===== src/rtl/cpu_debug_pkg.sv =====
// Shared CPU debug definitions: run-sequencer state encoding and the
// register width default used by the CPU and its bring-up logic.
package cpu_debug_pkg;

  localparam int XLEN_DEFAULT = 32;

  typedef enum logic [2:0] {
    ST_IDLE  = 3'd0,
    ST_RESET = 3'd1,
    ST_RUN   = 3'd2,
    ST_DUMP  = 3'd3,
    ST_DONE  = 3'd4
  } run_state_t;

endpackage


===== src/rtl/cpu_run_controller_if.sv =====
// Debug bus between the run controller and the register file / dump sink:
// combinational register-file read port plus the registered dump stream.
interface cpu_run_controller_if
  import cpu_debug_pkg::*;
#(
  parameter int XLEN = XLEN_DEFAULT,
  parameter int AW   = 5
) ();

  logic [AW-1:0]   rf_raddr;
  logic [XLEN-1:0] rf_rdata;
  logic            dump_valid;
  logic [AW-1:0]   dump_idx;
  logic [XLEN-1:0] dump_data;

  modport master (
    output rf_raddr,
    input  rf_rdata,
    output dump_valid,
    output dump_idx,
    output dump_data
  );

  modport slave (
    input  rf_raddr,
    output rf_rdata,
    input  dump_valid,
    input  dump_idx,
    input  dump_data
  );

endinterface


===== src/rtl/run_timer.sv =====
// Up-counter with synchronous clear and enable, plus a terminal-count flag
// against a run-time terminal value so one counter can time several phases.
module run_timer #(
  parameter int W = 8
) (
  input  logic         clk,
  input  logic         rst,
  input  logic         clr,
  input  logic         en,
  input  logic [W-1:0] term,
  output logic [W-1:0] count,
  output logic         tc
);

  // count while enabled; clear has priority so a phase always starts at zero
  always_ff @(posedge clk) begin
    if (rst || clr) begin
      count <= '0;
    end else if (en) begin
      count <= count + W'(1);
    end
  end

  assign tc = (count == term);

endmodule


===== src/rtl/cpu_run_controller.sv =====
// CPU bring-up run/dump sequencer: holds the CPU in reset, runs it until halt
// or a cycle budget, freezes it, streams the register file out and reports
// done/pass.
module cpu_run_controller
  import cpu_debug_pkg::*;
#(
  parameter int XLEN         = XLEN_DEFAULT,
  parameter int NUM_REGS     = 32,
  parameter int RESET_CYCLES = 2,
  parameter int MAX_CYCLES   = 10000,
  parameter int HALT_EN      = 1,
  parameter int CHECK_REG    = 10,
  localparam int AW = $clog2(NUM_REGS),
  localparam int CW = $clog2(MAX_CYCLES + 1)
) (
  input  logic                 clk,
  input  logic                 reset,
  input  logic                 start,
  input  logic                 halt,
  input  logic                 check_en,
  input  logic [XLEN-1:0]      expect_val,
  cpu_run_controller_if.master dbg,
  output logic                 cpu_reset,
  output logic [CW-1:0]        cycle_count,
  output logic                 busy,
  output logic                 done,
  output logic                 pass,
  output logic                 timed_out
);

  // one timer serves the reset hold and the run budget, so it must span both
  localparam int RW = $clog2(RESET_CYCLES + 1);
  localparam int TW = (CW > RW) ? CW : RW;

  localparam logic [TW-1:0] HOLD_TERM   = TW'(RESET_CYCLES - 1);
  localparam logic [TW-1:0] BUDGET_TERM = TW'(MAX_CYCLES - 1);
  localparam logic [AW-1:0] LAST_IDX    = AW'(NUM_REGS - 1);
  localparam logic [AW-1:0] CHECK_IDX   = AW'(CHECK_REG);

  run_state_t      state, state_nxt;
  logic            start_acc, run_enter, run_exit, last_dump;
  logic            halt_hit;
  logic            tmr_clr, tmr_en, tmr_tc;
  logic [TW-1:0]   tmr_term, tmr_cnt;
  logic            to_q;
  logic [AW-1:0]   rd_idx_p0;
  logic            dump_vld_p1;
  logic [AW-1:0]   dump_idx_p1;
  logic [XLEN-1:0] dump_data_p1;
  logic [XLEN-1:0] chk_val;

  assign halt_hit = halt && (HALT_EN != 0);

  // state register
  always_ff @(posedge clk) begin
    if (reset) begin
      state <= ST_IDLE;
    end else begin
      state <= state_nxt;
    end
  end

  // next-state and phase-transition strobes
  always_comb begin
    state_nxt = state;
    start_acc = 1'b0;
    run_enter = 1'b0;
    run_exit  = 1'b0;
    last_dump = 1'b0;
    case (state)
      ST_IDLE, ST_DONE: begin
        if (start) begin
          start_acc = 1'b1;
          state_nxt = ST_RESET;
        end
      end
      ST_RESET: begin
        if (tmr_tc) begin
          run_enter = 1'b1;
          state_nxt = ST_RUN;
        end
      end
      ST_RUN: begin
        // halt takes precedence over the budget when both land together
        if (halt_hit || tmr_tc) begin
          run_exit  = 1'b1;
          state_nxt = ST_DUMP;
        end
      end
      ST_DUMP: begin
        if (rd_idx_p0 == LAST_IDX) begin
          last_dump = 1'b1;
          state_nxt = ST_DONE;
        end
      end
      default: state_nxt = ST_IDLE;
    endcase
  end

  // timer restarts on start and again on entry to RUN so cycle_count is RUN-only
  assign tmr_clr  = start_acc || run_enter;
  assign tmr_en   = (state == ST_RESET) || (state == ST_RUN);
  assign tmr_term = (state == ST_RUN) ? BUDGET_TERM : HOLD_TERM;

  run_timer #(
    .W(TW)
  ) u_timer (
    .clk   (clk),
    .rst   (reset),
    .clr   (tmr_clr),
    .en    (tmr_en),
    .term  (tmr_term),
    .count (tmr_cnt),
    .tc    (tmr_tc)
  );

  // timed_out is decided at RUN exit and kept until the next start
  always_ff @(posedge clk) begin
    if (reset || start_acc) begin
      to_q <= 1'b0;
    end else if (run_exit) begin
      to_q <= !halt_hit;
    end
  end

  // p0: dump read index driving the register-file address
  always_ff @(posedge clk) begin
    if (reset || run_exit) begin
      rd_idx_p0 <= '0;
    end else if ((state == ST_DUMP) && !last_dump) begin
      rd_idx_p0 <= rd_idx_p0 + AW'(1);
    end
  end

  // p1: registered dump stream, one cycle behind the read address
  always_ff @(posedge clk) begin
    if (reset) begin
      dump_vld_p1  <= 1'b0;
      dump_idx_p1  <= '0;
      dump_data_p1 <= '0;
    end else begin
      dump_vld_p1 <= (state == ST_DUMP);
      if (state == ST_DUMP) begin
        dump_idx_p1  <= rd_idx_p0;
        dump_data_p1 <= dbg.rf_rdata;
      end
    end
  end

  // capture of the checked register as it streams past
  always_ff @(posedge clk) begin
    if ((state == ST_DUMP) && (rd_idx_p0 == CHECK_IDX)) begin
      chk_val <= dbg.rf_rdata;
    end
  end

  assign dbg.rf_raddr   = (state == ST_DUMP) ? rd_idx_p0 : '0;
  assign dbg.dump_valid = dump_vld_p1;
  assign dbg.dump_idx   = dump_idx_p1;
  assign dbg.dump_data  = dump_data_p1;

  assign cpu_reset   = (state != ST_RUN);
  assign busy        = (state == ST_RESET) || (state == ST_RUN) || (state == ST_DUMP);
  assign done        = (state == ST_DONE);
  assign pass        = done && !to_q && (!check_en || (chk_val == expect_val));
  assign timed_out   = to_q;
  assign cycle_count = (state == ST_RESET) ? '0 : tmr_cnt[CW-1:0];

endmodule


===== src/flat_wrapper.sv =====
// flat-port wrapper written by rule: the top's interface ports become plain ports
module cpu_run_controller_flat import cpu_debug_pkg::*;
#(
  parameter int XLEN         = XLEN_DEFAULT,
  parameter int NUM_REGS     = 32,
  parameter int RESET_CYCLES = 2,
  parameter int MAX_CYCLES   = 10000,
  parameter int HALT_EN      = 1,
  parameter int CHECK_REG    = 10,
  localparam int AW = $clog2(NUM_REGS),
  localparam int CW = $clog2(MAX_CYCLES + 1)
)
  (clk, reset, start, halt, check_en, expect_val, cpu_reset, cycle_count, busy, done, pass, timed_out, dbg_rf_raddr, dbg_rf_rdata, dbg_dump_valid, dbg_dump_idx, dbg_dump_data);
  cpu_run_controller_if #(.XLEN(XLEN), .AW(($clog2(NUM_REGS)))) dbg_i ();
  input  logic clk;
  input  logic reset;
  input  logic start;
  input  logic halt;
  input  logic check_en;
  input  logic [XLEN-1:0] expect_val;
  output logic cpu_reset;
  output logic [CW-1:0] cycle_count;
  output logic busy;
  output logic done;
  output logic pass;
  output logic timed_out;
  output wire logic [$bits(dbg_i.rf_raddr)-1:0] dbg_rf_raddr;
  input wire logic [$bits(dbg_i.rf_rdata)-1:0] dbg_rf_rdata;
  output wire logic [$bits(dbg_i.dump_valid)-1:0] dbg_dump_valid;
  output wire logic [$bits(dbg_i.dump_idx)-1:0] dbg_dump_idx;
  output wire logic [$bits(dbg_i.dump_data)-1:0] dbg_dump_data;
  assign dbg_rf_raddr = dbg_i.rf_raddr;
  assign dbg_i.rf_rdata = dbg_rf_rdata;
  assign dbg_dump_valid = dbg_i.dump_valid;
  assign dbg_dump_idx = dbg_i.dump_idx;
  assign dbg_dump_data = dbg_i.dump_data;
  cpu_run_controller #(.XLEN(XLEN), .NUM_REGS(NUM_REGS), .RESET_CYCLES(RESET_CYCLES), .MAX_CYCLES(MAX_CYCLES), .HALT_EN(HALT_EN), .CHECK_REG(CHECK_REG)) u_core (.clk(clk), .reset(reset), .start(start), .halt(halt), .check_en(check_en), .expect_val(expect_val), .dbg(dbg_i), .cpu_reset(cpu_reset), .cycle_count(cycle_count), .busy(busy), .done(done), .pass(pass), .timed_out(timed_out));
endmodule

===== config.mk =====
export PLATFORM = sky130hd
export DESIGN_NAME = cpu_run_controller_flat
export DESIGN_NICKNAME = d
export VERILOG_FILES = /design/src/rtl/cpu_debug_pkg.sv /design/src/rtl/cpu_run_controller_if.sv /design/src/rtl/run_timer.sv /design/src/rtl/cpu_run_controller.sv /design/src/flat_wrapper.sv
export SDC_FILE = /design/constraint.sdc
export NUM_CORES = 1
export LEC_CHECK = 0
export CORE_MARGIN = 2
export CORE_UTILIZATION = 46
export CTS_CLUSTER_DIAMETER = 100
export CTS_CLUSTER_SIZE = 24
export DETAILED_ROUTE_END_ITERATION = 10
export PLACE_DENSITY = 0.8
export SYNTH_ARGS = -nofsm -noshare
export SYNTH_HDL_FRONTEND = slang
export SYNTH_SLANG_ARGS = --single-unit

===== constraint.sdc =====
create_clock -name clk -period 6.8 [get_ports clk]
set_input_delay 2.04 -clock clk [delete_from_list [all_inputs] [get_ports clk]]
set_output_delay 2.04 -clock clk [all_outputs]
set_load 0.01 [all_outputs]

======== Word-level counts from Yosys, hierarchy flattened ========
Index checks and enable logic that the tools add are counted.
storage, ports and cells
  register bits ........................... 93
  bits in latches ......................... 0
  memory bits (writable) .................. 0
  ROM bits ................................ 0
  bits of input ports ..................... 69
  output and inout bits ................... 62
  word-level logic and storage cells ...... 58
  memories kept ........................... 0
operators by class
  add/sub/neg operators ................... 2
  $mul .................................... 0
  divide/modulo/power cells ............... 0
  magnitude comparators ................... 0
  equal/unequal tests ..................... 13
  shift-type cells ........................ 0
  mux-type cells .......................... 16
  bitwise gates (word level) .............. 0
  reductions and logical operators ........ 19
operator list
  cell                                                                    number
  32-bit equality test                                                    1
  14-bit two-way mux                                                      2
  14-bit by 1-bit adder with 14-bit output (second input constant)        1
  14-bit equality test                                                    1
  3-bit two-way mux                                                       4
  3-bit case mux with 4 select lines                                      1
  1-bit logical OR                                                        8
  1-bit two-way mux                                                       8
  3-bit by 2-bit equality test with 1-bit output (second input constant)  2
  2-bit by 1-bit != test with 1-bit output (second input constant)        3
  5-bit by 1-bit adder with 5-bit output (second input constant)          1
  5-bit by 4-bit equality test with 1-bit output (second input constant)  1
  5-bit equality test (second input constant)                             1
  5-bit two-way mux                                                       1
  1-bit logical AND                                                       4
  1-bit zero test                                                         4
  4-bit AND reduction                                                     1
  3-bit by 1-bit equality test with 1-bit output (second input constant)  1
  3-bit equality test (second input constant)                             1
  3-bit zero test                                                         1
  3-bit by 2-bit != test with 1-bit output (second input constant)        1
  2-bit != test (second input constant)                                   1
  2-bit OR reduction                                                      1

======== Longest topological paths before layout ========
  word-level depth ........................ 7
  mapped depth ............................ 8
  depth with buffers taken out ............ 7

======== Modules after synthesis ========
From an unflattened synthesis, not the netlist that was laid out.
unflattened totals
  cells, all modules ...................... 420
  area, all modules ....................... 4097.7 um2
modules (own cells, without submodules)
  module              instances  cells an instance  area each (um2)  sequential area each (um2)
  cpu_run_controller  1          325                3266.9           1901.8
  run_timer           1          95                 830.8            280.3

======== Worst setup path before layout ========
No wires, ideal clock.
  path kind ............................... input-to-output
  start ................................... input expect_val[1]
  end ..................................... output pass
  arrival time ............................ 2.972 ns
  data required time ...................... 4.760 ns
  setup slack ............................. 1.788 ns
  stages on the path ...................... 5
  path buffers ............................ 0
  cell sequence ........................... xnor2_1 > nand4_1 > nor4_1 > nand2_1 > a211oi_1
on the way
  cells in the longest elaborated chain, start to end .. 3
RTL lines
  element               line                       text
  from (decl)           flat_wrapper.sv:20         input logic [XLEN-1:0] expect_val;
  32-bit equality test  cpu_run_controller.sv:165  assign pass = done && !to_q && (!check_en || (chk_val == expect_val));
  1-bit logical OR      cpu_run_controller.sv:165
  1-bit logical AND     cpu_run_controller.sv:165
  to (decl)             flat_wrapper.sv:25         output logic pass;
No other way between the ends.

======== Final worst setup path ========
  start ................................... input expect_val[11]
  end ..................................... output pass
Same word-level chain as after synthesis.

==> results.cfg <==
[outcome]
outcome = complete, no violations

[layout]
drive_above_1_share_pct = 4.76
final_nets = 593
antenna_cells = 0
syn_to_final_growth_pct = 39.2
stdcell_count = 630

[timing]
finClkSkew_ns = 0.0118
rsz0062_at_grt = no
setup_tns_ns = 0
min_period_over_period_pct = 92.5
slew_headroom_pct = 37.7
drv_slew = 0
fin_crit_ns = 6.29
hold_viol_final = 0
fmaxAchievable_ghz = 0.159
finalSetupViolations = 0
worst_pin_slew_ns = 0.935

[setup_path]
rr_worst_depth = 5
path_max_fanout = 1
end_kind = output port
cp.required_ns = 4.76
arrival_ns = 4.25
critical_path_class = in -> out
start_kind = input port

[synth]
yosysWarningCount = 0
ys_seq_elements = 93
async_flop_share_pct = 0
synth_cells = 395
ys.flop_type = dfxtp_1
ys_seq_area_share_pct = 55.7
ys_types = 37
synth_edf_count = 32
synth_nets = 468
syn-cell-area_um2 = 3920
syn_avg_cell_area_um2 = 9.91

[grt]
grt_pass1_vias = 3076
grt_pass1_wl_um = 14900
grt-ovfl-total = 0
use_met3_pct = 4.07
grt_use_met2_pct = 37.6
globalRouteMet1Util_pct = 24.7
grt_start_max_net_pins = 50
grt_util_all_layers_pct = 21.6
antenna_found_initial = 0
grt_busiest_layer = met2

[route]
drt_wl_total_um = 9740
drtIter0Drc = 78
vias_per_cell = 5.10
dr.pass1.iters = 4
remaining_drc_errors = 0
wl_per_cell_um = 15.5
ant_nets = 0
vias = 3212

[power]
internal_power_w = 0.000762
swShare_pct = 22.9
leakagePower_nw = 1.81
powerDensity_nw_per_um2 = 181
p_clk_share_pct = 32.6
p_switching_w = 0.000226
pwr-share-comb_pct = 8.8
finalPower_w = 0.000989
pwr-share-seq_pct = 58.6
ir_drop_v = 0.000103

[run]
cap_violations = 0

[clock_tree]
cts-root-buf = clkbuf_8
cts.path.max_buffers = 2
cts_hold_buf = 0
cts_tree = built
insertion_delay_ns = 0.36
clkTransAtPathRegs_ns = 0.09
cts_sinks = 93
cts.repair.resized = 0
htree_levels = 3
cts_setup_buffers = 0
cts_made_buffers = 9

[worst_hold_path]
hold_path.class = reg -> reg
hold_depth = 2

[placement]
gp_congestion = 0.807
dp.cells = 614
numPortBuffers = 130
place_hpwl_um = 7220

[die]
start_util_pct = 47.7
io_pins = 131
die_area_um2 = 9270
rows = 33
core_area_um2 = 8220
die_y_um = 96.3
dieWidth_um = 96.3
==> per-stage QoR <==
stage	hold slack (ns)	setup WS [ns]	instance area, µm²	util (%)
after CTS	0.459	0.452	5450	66.3
after global routing	0.472	0.360	5450	66.3
after detailed placement	0.447	0.456	5280	64.3
after floorplan	0.481	1.79	3920	-
after global placement	0.442	0.529	5280	64.3
final	0.457	0.509	5450	66.3
==> cells by family after synthesis <==
kind of cell / synth area share [%]
XOR/XNOR: 11.0
flip-flops: 55.7
AO/OA/AOI/OAI: 7.99
buffers and inverters: 3.32
AND/OR/NAND/NOR: 20.2
multiplexers: 0.511
adder cells (fa/ha/maj): 1.28
==> cells in the mapped netlist, drive strengths merged (2+ instances only) <==
library cell	number	area, µm²
dfxtp	61	1220
a211oi	2	15.0
xnor2	40	350
ha	4	50.1
clkbuf	12	45.0
nand2	82	308
inv	10	37.5
nor4	5	37.5
edfxtp	32	961
o21ai	2	10.0
nor2	21	81.3
nor2b	15	93.8
nand4	13	81.3
mux2i	2	20.0
nor4b	2	17.5
nor3	11	55.1
nand3	6	30.0
a21o	2	15.0
nand3b	3	22.5
a21oi	41	205
xor2	9	78.8
and3	5	31.3
buf	7	47.6
==> flip-flops by register name (all words and copies together), names as in the netlist <==
name and cells:
u_core.chk_val 32, u_core.dbg.dump_data 32, u_core.dbg.dump_idx 5, u_core.dbg.dump_valid 1
u_core.rd_idx_p0 5, u_core.state 3, u_core.timed_out 1, u_core.u_timer.count 14
==> placed cells by master (no fill, tap or decap), types with 3 or more instances in the layout <==
| cell | synthesis | final |
|---|---|---|
| a21oi_1 | 41 | 41 |
| and3_1 | 5 | 5 |
| buf_4 | 1 | 3 |
| clkbuf_8 | 0 | 9 |
| clkdlybuf4s50_1 | 0 | 129 |
| clkinv_4 | 0 | 3 |
| dfxtp_1 | 61 | 61 |
| edfxtp_1 | 32 | 32 |
| ha_1 | 4 | 4 |
| inv_1 | 9 | 9 |
| nand2_1 | 82 | 82 |
| nand3_1 | 6 | 6 |
| nand3b_1 | 3 | 3 |
| nand4_1 | 13 | 13 |
| nor2_1 | 20 | 20 |
| nor2b_1 | 15 | 15 |
| nor3_1 | 11 | 11 |
| nor4_1 | 4 | 4 |
| xnor2_1 | 40 | 40 |
| xor2_1 | 9 | 9 |
==> critical path: stages <==
cell and delay (ns):
clkdlybuf4s50_1 0.49, xnor2_1 0.13, nand4_1 0.16, nor4_1 0.42, nand2_1 0.17, a211oi_1 0.26, clkdlybuf4s50_1 0.57
==> per-layer routing <==
metal	wire length [µm]	vias to the layer above
li1	-	1585
met1	4000	1496
met2	4850	107
met4	337	0
met5	0	-
met3	560	24
==> final timing paths <==
kind                             endpoint                    start  slack [ns]
hold reg to reg   u_core.dbg.dump_data[7]  u_core.dbg.dump_data[7]        0.46
setup / recovery                     pass           expect_val[11]        0.51
setup reg to reg        u_core.chk_val[5]          u_core.state[0]        4.15
hold / removal    u_core.dbg.dump_data[7]  u_core.dbg.dump_data[7]        0.46
==> cell type report <==
type / count / area (µm²)
Fill cell: 666 / 2770
Timing Repair Buffer: 133 / 1320
Clock inverter: 5 / 38.8
Multi-Input combinational cell: 273 / 1610
Sequential cell: 93 / 2180
Clock buffer: 11 / 131
Tap cell: 105 / 131
Inverter: 10 / 37.5
==> power groups by stage <==
stage / Combinational, W / Sequential (W) / Clock (W)
2_1_floorplan: 0.0000364 / 0.000591 / 0
3_3_place_gp: 0.0000845 / 0.000592 / 0
3_5_place_dp: 0.0000869 / 0.000593 / 0
4_1_cts: 0.0000875 / 0.000580 / 0.000331
5_1_grt: 0.0000944 / 0.000580 / 0.000351
6_report: 0.0000869 / 0.000580 / 0.000322
No activity file was read; power rests on OpenSTA's default activity.
